File: config.mk
export PLATFORM = sky130hd
export DESIGN_NAME = aidan_mcnay_prime_ctrl
export DESIGN_NICKNAME = d
export VERILOG_FILES = /design/src/rtl/aidan_mcnay_prime_ctrl_pkg.sv /design/src/rtl/aidan_mcnay_edge_detect_r.sv /design/src/rtl/aidan_mcnay_prime_ctrl.sv
export SDC_FILE = /design/constraint.sdc
export NUM_CORES = 1
export LEC_CHECK = 0
export CAP_MARGIN = 40
export CORE_MARGIN = 4
export CORE_UTILIZATION = 35
export CTS_CLUSTER_SIZE = 25
export DETAILED_ROUTE_END_ITERATION = 8
export PLACE_DENSITY_LB_ADDON = 0.1
export REMOVE_ABC_BUFFERS = 1
export SYNTH_ARGS = -nofsm -noshare
export SYNTH_HDL_FRONTEND = slang
export SYNTH_SLANG_ARGS = --single-unit
File: constraint.sdc
create_clock -name clk -period 2.8 [get_ports clk]
set_input_delay 0.42 -clock clk [delete_from_list [all_inputs] [get_ports clk]]
set_output_delay 0.42 -clock clk [all_outputs]
set_load 0.05 [all_outputs]
File: src/rtl/aidan_mcnay_prime_ctrl_pkg.sv
// Shared widths and controller state encoding for the trial-division
// primality controller.
package aidan_mcnay_prime_ctrl_pkg;

    localparam int N_BITS_DEF  = 16;
    localparam int IN_BITS_DEF = 8;

    typedef enum logic [2:0] {
        ST_IDLE  = 3'd0,
        ST_CHECK = 3'd1,
        ST_ISSUE = 3'd2,
        ST_WAIT  = 3'd3,
        ST_DONE  = 3'd4
    } state_t;

endpackage

File: src/rtl/aidan_mcnay_edge_detect_r.sv
// Rising-edge detector for level strobes. Both flops reset to 1 so a strobe
// already high when reset releases does not fire.
module aidan_mcnay_edge_detect_r (
    input  logic clk,
    input  logic rst,
    input  logic sig,
    output logic evt
);

    logic s1, s2;

    always_ff @(posedge clk or posedge rst) begin
        if (rst) begin
            s1 <= 1'b1;
            s2 <= 1'b1;
        end else begin
            s1 <= sig;
            s2 <= s1;
        end
    end

    assign evt = s1 & ~s2;

endmodule

File: src/rtl/aidan_mcnay_prime_ctrl.sv
// Trial-division primality controller: byte-loaded candidate, divisors issued
// to an external remainder unit one at a time until d*d exceeds the candidate.
module aidan_mcnay_prime_ctrl
    import aidan_mcnay_prime_ctrl_pkg::*;
#(
    parameter int N_BITS  = N_BITS_DEF,
    parameter int IN_BITS = IN_BITS_DEF
) (
    input  logic               clk,
    input  logic               reset,
    input  logic [IN_BITS-1:0] in_data,
    input  logic               load_lo,
    input  logic               load_hi,
    input  logic               start,
    output logic               rem_req_val,
    input  logic               rem_req_rdy,
    output logic [N_BITS-1:0]  rem_dividend,
    output logic [N_BITS-1:0]  rem_divisor,
    input  logic               rem_resp_val,
    output logic               rem_resp_rdy,
    input  logic [N_BITS-1:0]  rem_resp_rem,
    output logic [N_BITS-1:0]  cand,
    output logic               busy,
    output logic               done,
    output logic               is_prime
);

    logic lo_evt, hi_evt, start_evt;

    aidan_mcnay_edge_detect_r u_ed_lo    (.clk(clk), .rst(reset), .sig(load_lo), .evt(lo_evt));
    aidan_mcnay_edge_detect_r u_ed_hi    (.clk(clk), .rst(reset), .sig(load_hi), .evt(hi_evt));
    aidan_mcnay_edge_detect_r u_ed_start (.clk(clk), .rst(reset), .sig(start),   .evt(start_evt));

    state_t            state;
    logic [N_BITS-1:0] d;
    logic [N_BITS:0]   sq;   // d*d, one bit wider so 256*256 fits

    // Loads are frozen outside IDLE/DONE, so cand doubles as the held dividend.
    assign rem_dividend = cand;
    assign rem_divisor  = d;

    always_ff @(posedge clk or posedge reset) begin
        if (reset) begin
            state        <= ST_IDLE;
            cand         <= '0;
            d            <= '0;
            sq           <= '0;
            done         <= 1'b0;
            is_prime     <= 1'b0;
            busy         <= 1'b0;
            rem_req_val  <= 1'b0;
            rem_resp_rdy <= 1'b0;
        end else begin
            case (state)
                ST_IDLE, ST_DONE: begin
                    if (lo_evt) cand[IN_BITS-1:0]      <= in_data;
                    if (hi_evt) cand[N_BITS-1:IN_BITS] <= in_data;
                    if (start_evt) begin
                        d        <= N_BITS'(2);
                        sq       <= (N_BITS+1)'(4);
                        done     <= 1'b0;
                        is_prime <= 1'b0;
                        busy     <= 1'b1;
                        state    <= ST_CHECK;
                    end
                end
                ST_CHECK: begin
                    if (cand < N_BITS'(2)) begin
                        done     <= 1'b1;
                        is_prime <= 1'b0;
                        busy     <= 1'b0;
                        state    <= ST_DONE;
                    end else if (sq > {1'b0, cand}) begin
                        done     <= 1'b1;
                        is_prime <= 1'b1;
                        busy     <= 1'b0;
                        state    <= ST_DONE;
                    end else begin
                        rem_req_val <= 1'b1;
                        state       <= ST_ISSUE;
                    end
                end
                ST_ISSUE: begin
                    if (rem_req_rdy) begin
                        rem_req_val  <= 1'b0;
                        rem_resp_rdy <= 1'b1;
                        state        <= ST_WAIT;
                    end
                end
                ST_WAIT: begin
                    if (rem_resp_val) begin
                        rem_resp_rdy <= 1'b0;
                        if (rem_resp_rem == '0) begin
                            done     <= 1'b1;
                            is_prime <= 1'b0;
                            busy     <= 1'b0;
                            state    <= ST_DONE;
                        end else begin
                            // (d+1)^2 = d^2 + 2d + 1
                            d     <= d + N_BITS'(1);
                            sq    <= sq + {d, 1'b1};
                            state <= ST_CHECK;
                        end
                    end
                end
                default: state <= ST_IDLE;
            endcase
        end
    end

endmodule
* Yosys cells after proc, flatten, opt, wreduce, memory -nomap -nowiden
Cells that the tools add are included.
Storage, ports and cells: register bits after elaboration 63, output and inout port bits 53
Operators by class: bitwise operators 6, $add $sub $neg 2, reductions and logical operators 14, equality and inequality tests 12, multiplexer cells 36, order comparisons 2
Operators by type and width (count):
- 2-to-1 mux 17 bit | 3
- 2-to-1 mux 16 bit | 3
- one-hot mux 17 bit (2 select lines) | 1
- one-hot mux 16 bit (2 select lines) | 1
- 2-to-1 mux 3 bit | 6
- adder 17 bit | 1
- greater-than comparator 17 x 16 -> 1 bit | 1
- adder 16 x 1 -> 16 bit (second input constant) | 1
- logical NOT 16 bit | 1
- < comparator 16 x 2 -> 1 bit (second input constant) | 1
- 2-to-1 mux 1 bit | 16
- inequality test 2 bit (second input constant) | 7
- one-hot mux 3 bit (4 select lines) | 1
- one-hot mux 1 bit (3 select lines) | 3
- AND reduction 4 bit | 2
- equality test 3 x 2 -> 1 bit (second input constant) | 2
- AND reduction 3 bit | 2
- nonzero test 2 bit | 3
- AND reduction 5 bit | 1
- one-hot mux 1 bit (2 select lines) | 2
- AND reduction 2 bit | 2
- bitwise AND 1 bit | 3
- equality test 3 x 1 -> 1 bit (second input constant) | 1
- equality test 3 bit (second input constant) | 1
- 5 further kinds | 7

* Longest topological paths before layout
Gate-level depths: netlist of the first run.
depth in word-level cells 4, depth in mapped cells 8, gate-level depth less buffers 8

* By module
From an unflattened synthesis of the first run, not the netlist that was laid out.
Unflattened totals: cell total of the unflattened synthesis 424, area total of the unflattened synthesis 3870.0 µm²
Modules (own cells, without submodules):
- aidan_mcnay_prime_ctrl | cells each 412, area each 3659.8 µm², instances 1, seq. area each 1426.4 µm²
- aidan_mcnay_edge_detect_r | cells each 4, area each 70.1 µm², instances 3, seq. area each 52.6 µm²

* Least setup slack after synthesis of the first run
No wires, ideal clock.
path kind register -> register, start register d[0] (netlist: rem_divisor[0]), end register sq[16], setup slack 249 ps, period minus slack after synthesis 2551 ps, arrival 2428 ps, cell stages (with the launch flop) 8, path buffers 0, path through dfrtp_1 > fa_1 > a211oi_2 > o21ai_2 > a211o_1 > or3_1 > and3_1 > a211o_1
Between the ends: word-level cells in the longest chain between the ends 4
Ends and longest elaborated chain:
- start: declaration | RTL line aidan_mcnay_prime_ctrl.sv:35 | logic [N_BITS-1:0] d;
- start signal: assignment | RTL line aidan_mcnay_prime_ctrl.sv:100 | d <= d + N_BITS'(1);
- adder 17 bit | RTL line aidan_mcnay_prime_ctrl.sv:101 | sq <= sq + {d, 1'b1};
- 2-to-1 mux 17 bit | RTL line aidan_mcnay_prime_ctrl.sv:93 | if (rem_resp_rem == '0) begin
- 2-to-1 mux 17 bit | RTL line aidan_mcnay_prime_ctrl.sv:91 | if (rem_resp_val) begin
- one-hot mux 17 bit (2 select lines) | RTL line aidan_mcnay_prime_ctrl.sv:54 | case (state)
- end signal: assignment | RTL line aidan_mcnay_prime_ctrl.sv:60 | sq <= (N_BITS+1)'(4);
- end signal: assignment | RTL line aidan_mcnay_prime_ctrl.sv:101
- end: declaration | RTL line aidan_mcnay_prime_ctrl.sv:36 | logic [N_BITS:0] sq;
No other way between the ends. The select of a mux whose other input is x is not followed. A chain may end at the register's enable or synchronous reset.

* Final worst setup path of the first run
Ends and elaborated chain as after synthesis.

==> results.py, run 1 <==
metrics = {
    "power_and_ir_drop": {
        "p_leak_uw": 0.00221,
        "powerDensity_nw_per_um2": 934,
        "peakVddDrop_mv": 0.735,
    },
    "cts": {
        "clock_sinks": 63,
        "clockRootBuffer": "clkbuf_16",
        "cts_buffers": 9,
        "cts_setup_buffers": 0,
        "cts-resized-gates": 0,
        "holdBufCountCts": 0,
        "cts.clk_slew.worst_paths_ns": 0.06,
        "clock_latency_ns": 0.34,
        "clock_path_buffers": 2,
        "tritoncts": "done",
        "h-tree-depth": 3,
    },
    "critical_path": {
        "crit_chain": "fa_1, a211oi_2, o21ai_2, a211o_1, or3_1, and3_1, a211o_1",
        "crit_path_max_incr_delay_ns": 0.52,
        "cp_top_family": "compound AO/OA/AOI/OAI gates",
        "crit_type": "register to register",
        "crit_top_cell": "a211o_1",
        "path_max_fanout": 7,
        "worstPathRequired_ns": 3.02,
        "cp.arrival_ns": 2.71,
        "cp_slowest_cell": "fa_1",
        "worstSetupEndpointType": "register",
        "start_kind": "register",
        "crit_buf_inv": 0,
    },
    "global_routing": {
        "antenna_found_initial": 0,
        "grt_pass1_vias": 3523,
        "grt_usage": 0.171,
        "grt_pass1_wl_um": 17800,
        "overflow": 0,
        "grt_max_degree": 29,
    },
    "sta": {
        "final_hold_viol_count": 0,
        "rsz0062_at_grt": "false",
        "finalSetupViolCount": 0,
        "hold_slack_ns": 0.365,
        "clock-skew-final_ns": 0.00701,
        "period_minus_slack_ns": 2.48,
        "fmax_ghz": 0.402,
        "final.setup.tns_ns": 0,
        "tightest_slew_ns": 0.663,
        "post-route-period-util": 0.887,
        "setup_ws_ns": 0.315,
        "drv_slew": 0,
        "slew_headroom": 0.558,
    },
    "die": {
        "dieHeight_um": 115,
        "row_count": 38,
        "start_util": 0.363,
        "core_area_um2": 11000,
        "ios": 84,
        "die_w_um": 115,
        "dieArea_um2": 13200,
    },
    "synthesis": {
        "synth_largest_area_cell": "dfrtp_1",
        "yosys_warnings": 0,
        "ys_top_cells_by_count": "dfrtp_1 (57), nand2_1 (52), o21ai_0 (38)",
        "synth_edf_count": 0,
        "synth_area_leaders": "dfrtp_1 (36%), ha_1 (10%), nand2_1 (4.9%), o21ai_0 (4.8%), dfstp_2 (3.9%)",
        "synth_flop_cell": "dfrtp_1",
        "synth.distinct_cells": 63,
        "synth.most_common_cell": "dfrtp_1",
        "ys_async_sr_fraction": 1.00,
        "syn_area_um2": 4000,
        "yosysSeqAreaShare": 0.396,
        "synth_top_area_frac": 0.356,
        "avgSynthCellArea_um2": 9.00,
        "syn_inst": 445,
        "ys_ff_latch": 63,
    },
    "detailed_routing": {
        "vias": 3488,
        "drtPass1Iterations": 5,
        "routed_wl_um": 10800,
        "wl_per_cell_um": 16.3,
        "viasPerCell": 5.27,
        "ant_nets": 0,
        "dr.first_iter.drc_count": 215,
        "drc": 0,
    },
    "placed_design": {
        "placed_cell_area_um2": 4890,
        "post-dp-hpwl_um": 8440,
        "place_ws_ns": 0.193,
        "io_buffers": 83,
        "dp.cells": 646,
        "gp_congestion": 0.846,
    },
    "final_layout": {
        "fin_nets": 581,
        "area_growth_pct": 29.1,
        "antenna_cells": 0,
        "fin_cells": 662,
        "drive_above_1_share": 0.0843,
        "fillerInstances": 1103,
        "design_area_um2": 5170,
    },
    "status": {
        "outcome": "completed",
    },
    "hold_path": {
        "hp-class": "register to register",
    },
    "run": {
        "maxCapViolations": 0,
    },
}
==> per-stage QoR <==
step,total power [µW],util
2_1_floorplan,2940,-
3_3_place_gp,3770,0.444
3_5_place_dp,3830,0.444
4_1_cts,4870,0.469
5_1_grt,5130,0.469
6_report,4830,0.469
==> worst reg2reg max path, delay by kind of cell, from the launching register on <==
family / cells / cell delay, ns
AOI/OAI and AO/OA: 4 / 0.87
and+or+nand+nor: 2 / 0.51
adders and majority gates: 1 / 0.53
DFF: 1 / 0.49
==> where the power goes <==
part           internal [µW]  switching, µW  total, µW
Combinational            825           1590       2410
Sequential              1110            274       1380
Clock                    598            435       1030
==> cell families after synthesis <==
kind of cell / share of synthesized area
buffers and inverters: 0.0731
flip-flops: 0.396
AO/OA/AOI/OAI: 0.163
XOR/XNOR: 0.0503
adder cells (fa/ha/maj): 0.105
multiplexers: 0.00531
AND/OR/NAND/NOR: 0.208
==> final cells by class <==
class / instances / area, µm² / share of cell area
timing repair buffer: 92 / 911 / 0.176
sequential: 63 / 1580 / 0.306
clock inverter: 7 / 48.8 / 0.00944
tap: 140 / 175 / 0.0339
multi-input combinational: 325 / 2130 / 0.412
inverter: 26 / 97.6 / 0.0189
clock buffer: 9 / 225 / 0.0436
==> worst paths after layout <==
kind                                startpoint             to  slack [ns]  cells after the start
worst max register to register  rem_divisor[0]         sq[16]        0.32                      7
worst min-delay path             u_ed_start.s1  u_ed_start.s2        0.37                      0
min in group asynchronous                reset       is_prime        0.49                      2
worst max-delay path            rem_divisor[0]         sq[16]        0.32                      7
worst min register to register   u_ed_start.s1  u_ed_start.s2        0.37                      0
max in group asynchronous                reset     u_ed_hi.s1        1.59                      3
==> flip-flops by register name, indices dropped and copies added, names as in the netlist, 3 cells and up <==
signal,cells
state,3
rem_divisor,16
cand,16
sq,17
==> routing by layer <==
layer / track usage / vias to the layer above / wire, µm / part of all wire
li1: - / 1724 / - / -
met1: 0.233 / 1659 / 5100 / 0.47
met2: 0.273 / 95 / 4920 / 0.46
met3: 0.0379 / 10 / 625 / 0.058
met4: 0.0509 / 0 / 117 / 0.011
met5: 0 / - / 0 / 0
==> layout by cell type, fill, tap and decap left out, drive strengths merged, types with 3 or more instances in the layout <==
cell and instances:
a21o 3, a21oi 26, a31oi 3, and3 4, buf 9, clkbuf 9
clkdlybuf4s50 83, clkinvlp 4, dfrtp 57, dfstp 6, ha 32, inv 27
nand2 52, nand3 21, nand4 10, nor2 28, nor3 12, nor4 10
nor4b 4, o211ai 3, o21a 4, o21ai 48, o31ai 3, or3 5
xnor2 14, xor2 9
Note: power is estimated with default switching activity, not from simulation.
==> run 2, diff against run 1 <==
CORE_ASPECT_RATIO = 1.75   (was default)
==> run 2 against run 1 <==
Worst hold slack better by 0.00096 ns. Largest power group unchanged. Register-to-register slack hardly changed. Sequential power hardly changed. Setup slack better by 0.0045 ns. Global-route usage is 0.34 points higher. Die area is 0.51% higher. Clock skew hardly changed.
==> results.py, run 2 (synthesis gave the netlist of run 1 again) <==
metrics = {
    "cts": {
        "cts.clk_slew.worst_paths_ns": 0.06,
        "tritoncts": "done",
        "clockRootBuffer": "clkbuf_16",
        "h-tree-depth": 3,
        "cts_buffers": 9,
        "clock_sinks": 63,
        "cts_setup_buffers": 0,
        "cts-resized-gates": 0,
        "holdBufCountCts": 0,
        "clock_latency_ns": 0.33,
        "clock_path_buffers": 2,
    },
    "detailed_routing": {
        "drtPass1Iterations": 4,
        "routed_wl_um": 10700,
        "vias": 3473,
        "ant_nets": 0,
        "viasPerCell": 5.31,
        "drc": 0,
        "dr.first_iter.drc_count": 88,
        "wl_per_cell_um": 16.4,
    },
    "die": {
        "die_w_um": 88.9,
        "dieHeight_um": 149,
        "start_util": 0.359,
        "row_count": 51,
        "ios": 84,
        "core_area_um2": 11200,
        "dieArea_um2": 13300,
    },
    "hold_path": {
        "hp-class": "register to register",
    },
    "sta": {
        "final_hold_viol_count": 0,
        "clock-skew-final_ns": 0.00682,
        "drv_slew": 0,
        "tightest_slew_ns": 0.628,
        "slew_headroom": 0.581,
        "finalSetupViolCount": 0,
        "period_minus_slack_ns": 2.48,
        "post-route-period-util": 0.886,
        "final.setup.tns_ns": 0,
        "rsz0062_at_grt": "false",
        "fmax_ghz": 0.403,
    },
    "final_layout": {
        "seq_area_um2": 1580,
        "final_common_cell": "clkdlybuf4s50_1",
        "multi_input_area_um2": 2130,
        "final_util": 0.463,
        "top_register": "sq",
        "fin_nets": 581,
        "area_growth_pct": 29.2,
        "fillerInstances": 1085,
        "drive_above_1_share": 0.0824,
        "antenna_cells": 0,
        "fin_cells": 654,
        "layout_common_cells": "clkdlybuf4s50_1 (83), dfrtp_1 (57), nand2_1 (52)",
        "largest_reg_flops": 17,
    },
    "critical_path": {
        "worstPathRequired_ns": 3.02,
        "path_max_fanout": 7,
        "worstSetupEndpointType": "register",
        "r2r_slack_ns": 0.32,
        "start_kind": "register",
        "cp.arrival_ns": 2.70,
        "crit_type": "register to register",
    },
    "power_and_ir_drop": {
        "powerDensity_nw_per_um2": 946,
        "p_total_uw": 4890,
        "p_leak_uw": 0.00223,
        "peakVddDrop_mv": 0.809,
    },
    "global_routing": {
        "grt_pass1_wl_um": 17500,
        "grt_usage": 0.174,
        "grt_pass1_vias": 3482,
        "grt_max_degree": 28,
        "overflow": 0,
        "antenna_found_initial": 0,
    },
    "placed_design": {
        "io_buffers": 83,
        "gp_congestion": 0.842,
        "dp.cells": 638,
        "post-dp-hpwl_um": 8630,
    },
    "status": {
        "outcome": "completed",
    },
    "run": {
        "maxCapViolations": 0,
    },
}
==> run 2: routing by layer <==
metal | track usage | share of wire | vias to the layer above
met1 | 0.191 | 0.38 | 1637
met2 | 0.312 | 0.54 | 96
met3 | 0.0441 | 0.053 | 21
met5 | 0 | 0 | -
li1 | - | - | 1719
met4 | 0.0703 | 0.027 | 0
==> run 2: final cells by class <==
type,count,share of cell area
Clock buffer,12,0.0496
Clock inverter,4,0.00871
Inverter,26,0.0189
Multi-Input combinational cell,325,0.411
Sequential cell,63,0.306
Tap cell,132,0.0319
Timing Repair Buffer,92,0.174
==> run 2: path summary, 6_finish.rpt <==
| kind | from | endpoint | cells after the start |
|---|---|---|---|
| worst max-delay path | rem_divisor[0] | sq[16] | 7 |
| worst min-delay path | u_ed_start.s1 | u_ed_start.s2 | 0 |
| worst max register to register | rem_divisor[0] | sq[16] | 7 |
| worst min register to register | u_ed_start.s1 | u_ed_start.s2 | 0 |
| max in group asynchronous | reset | u_ed_hi.s2 | 3 |
| min in group asynchronous | reset | sq[2] | 2 |
==> run 2: report_power, final <==
part | leakage, µW | total [µW] | switching, µW | internal [µW]
clock network | 0.000152 | 1130 | 398 | 732
registers | 0.000803 | 1360 | 256 | 1110
logic | 0.00128 | 2400 | 1580 | 818
==> run 2: worst max-delay path, stage by stage (launching register included) <==
cell,delay [ns]
dfrtp_1,0.46
fa_1,0.51
a211oi_2,0.29
o21ai_2,0.12
a211o_1,0.27
or3_1,0.32
and3_1,0.17
a211o_1,0.22
==> run 2: through the flow <==
stage	hold WS, ns	cell area, µm²	worst slack [ns]
after floorplan	0.351	3810	0.186
after global placement	0.357	4870	0.251
after detailed placement	0.356	4870	0.238
after CTS	0.367	5170	0.306
after global routing	0.373	5170	0.116
final	0.366	5170	0.320
==> run 3, diff against run 2 <==
GPL_ROUTABILITY_DRIVEN = 1   (was default)
PLACE_DENSITY_LB_ADDON = 0.25   (was 0.1)
==> run 3 against run 2 <==
Routed wire length up 2.3%. Register-to-register slack better by 0.03 ns. Clock power up 8%. Flip-flop and latch count unchanged. Global-route usage up 0.054 points. Largest power group unchanged. Sequential share of layout area down 0.20 points. Via count up 0.20%. Fmax up 1.3%. First-iteration DRC count up 89%. Cell area up 0.65%. Count of clock-buffer cells in the layout up 1. Worst hold slack about the same.
==> results.py, run 3 (synthesis gave the netlist of run 1 again) <==
metrics = {
    "sta": {
        "slew_headroom": 0.590,
        "period_minus_slack_ns": 2.45,
        "final_hold_viol_count": 0,
        "rsz0062_at_grt": "false",
        "finalSetupViolCount": 0,
        "clock-skew-final_ns": 0.00294,
        "drv_slew": 0,
        "tightest_slew_ns": 0.616,
        "fmax_ghz": 0.408,
        "final.setup.tns_ns": 0,
        "post-route-period-util": 0.875,
    },
    "detailed_routing": {
        "dr.first_iter.drc_count": 166,
        "ant_nets": 0,
        "drc": 0,
        "viasPerCell": 5.34,
        "routed_wl_um": 11000,
        "vias": 3480,
        "drtPass1Iterations": 4,
        "wl_per_cell_um": 16.8,
    },
    "final_layout": {
        "fin_nets": 579,
        "layout_common_cells": "clkdlybuf4s50_1 (83), dfrtp_1 (57), nand2_1 (52)",
        "top_register": "sq",
        "largest_reg_flops": 17,
        "multi_input_area_um2": 2130,
        "final_common_cell": "clkdlybuf4s50_1",
        "drive_above_1_share": 0.0769,
        "area_growth_pct": 30.1,
        "seq_area_um2": 1580,
        "antenna_cells": 0,
        "fillerInstances": 1043,
    },
    "cts": {
        "clockRootBuffer": "clkbuf_16",
        "clock_latency_ns": 0.33,
        "h-tree-depth": 3,
        "cts-resized-gates": 0,
        "tritoncts": "done",
        "cts_buffers": 9,
        "clock_sinks": 63,
        "holdBufCountCts": 0,
        "cts.clk_slew.worst_paths_ns": 0.05,
        "clock_path_buffers": 2,
        "cts_setup_buffers": 0,
    },
    "status": {
        "outcome": "completed",
    },
    "critical_path": {
        "crit_buf_inv": 0,
        "crit_type": "register to register",
        "cp.arrival_ns": 2.66,
        "crit_top_cell": "a211o_1",
        "worstPathRequired_ns": 3.01,
        "crit_path_max_incr_delay_ns": 0.52,
        "crit_chain": "fa_1, a211oi_2, o21ai_2, a211o_1, or3_1, and3_1, a211o_1",
        "cp_top_family": "compound AO/OA/AOI/OAI gates",
        "cp_slowest_cell": "fa_1",
        "path_max_fanout": 7,
        "worstSetupEndpointType": "register",
        "start_kind": "register",
    },
    "global_routing": {
        "grt_pass1_vias": 3472,
        "grt_max_degree": 37,
        "grt_pass1_wl_um": 17800,
        "antenna_found_initial": 0,
        "overflow": 0,
        "grt_usage": 0.175,
    },
    "placed_design": {
        "io_buffers": 83,
        "gp_congestion": 0.873,
        "post-dp-hpwl_um": 8680,
    },
    "hold_path": {
        "hp-class": "register to register",
    },
    "power_and_ir_drop": {
        "switching_share": 0.449,
        "p_clk_frac": 0.243,
        "seqPwrFrac": 0.274,
        "powerDensity_nw_per_um2": 961,
        "peakVddDrop_mv": 0.734,
        "p_total_uw": 5000,
        "p_comb_frac": 0.483,
        "intPower_uw": 2760,
        "switching_power_uw": 2250,
        "p_leak_uw": 0.00224,
    },
    "die": {
        "die_w_um": 88.9,
        "core_area_um2": 11200,
        "dieArea_um2": 13300,
        "dieHeight_um": 149,
        "row_count": 51,
        "ios": 84,
        "start_util": 0.359,
    },
    "run": {
        "maxCapViolations": 0,
    },
}
-- run 3: metrics by stage --
step                setup slack, ns  hold WS, ns  std cells  area (µm²)   util
floorplan                     0.186        0.351        414        3810      -
global placement              0.301        0.355        636        4880  0.437
detailed placement            0.221        0.355        636        4880  0.437
CTS                           0.348        0.368        652        5210  0.466
global route                  0.203        0.371        652        5210  0.466
finish                        0.351        0.366        652        5210  0.466
-- run 3: layer usage --
| layer | wire [µm] | track usage | vias to the layer above |
|---|---|---|---|
| li1 | - | - | 1720 |
| met1 | 4280 | 0.194 | 1660 |
| met2 | 6010 | 0.316 | 82 |
| met3 | 435 | 0.0342 | 18 |
| met4 | 264 | 0.0719 | 0 |
| met5 | 0 | 0 | - |
-- run 3: cell type report --
cell class | instances | area share
multi-input combinational | 325 | 0.408
sequential | 63 | 0.304
timing repair buffer | 90 | 0.174
clock buffer | 13 | 0.0500
tap | 132 | 0.0317
inverter | 26 | 0.0187
clock inverter | 3 | 0.0125
-- run 3: path summary, 6_finish.rpt --
check | start | to | slack [ns] | depth (start not counted)
max reg2reg | rem_divisor[0] | sq[16] | 0.35 | 7
max in group asynchronous | reset | sq[14] | 1.70 | 3
min | u_ed_start.s1 | u_ed_start.s2 | 0.37 | 0
min reg2reg | u_ed_start.s1 | u_ed_start.s2 | 0.37 | 0
max | rem_divisor[0] | sq[16] | 0.35 | 7
min in group asynchronous | reset | done | 0.49 | 2
-- run 3: power groups by stage --
stage | Sequential, µW | Clock, µW | Combinational, µW
after floorplan | 2240 | 0 | 704
after CTS | 1370 | 1240 | 2430
after detailed placement | 1390 | 0 | 2420
final | 1370 | 1220 | 2420
after global placement | 1370 | 0 | 2390
after global routing | 1410 | 1290 | 2580
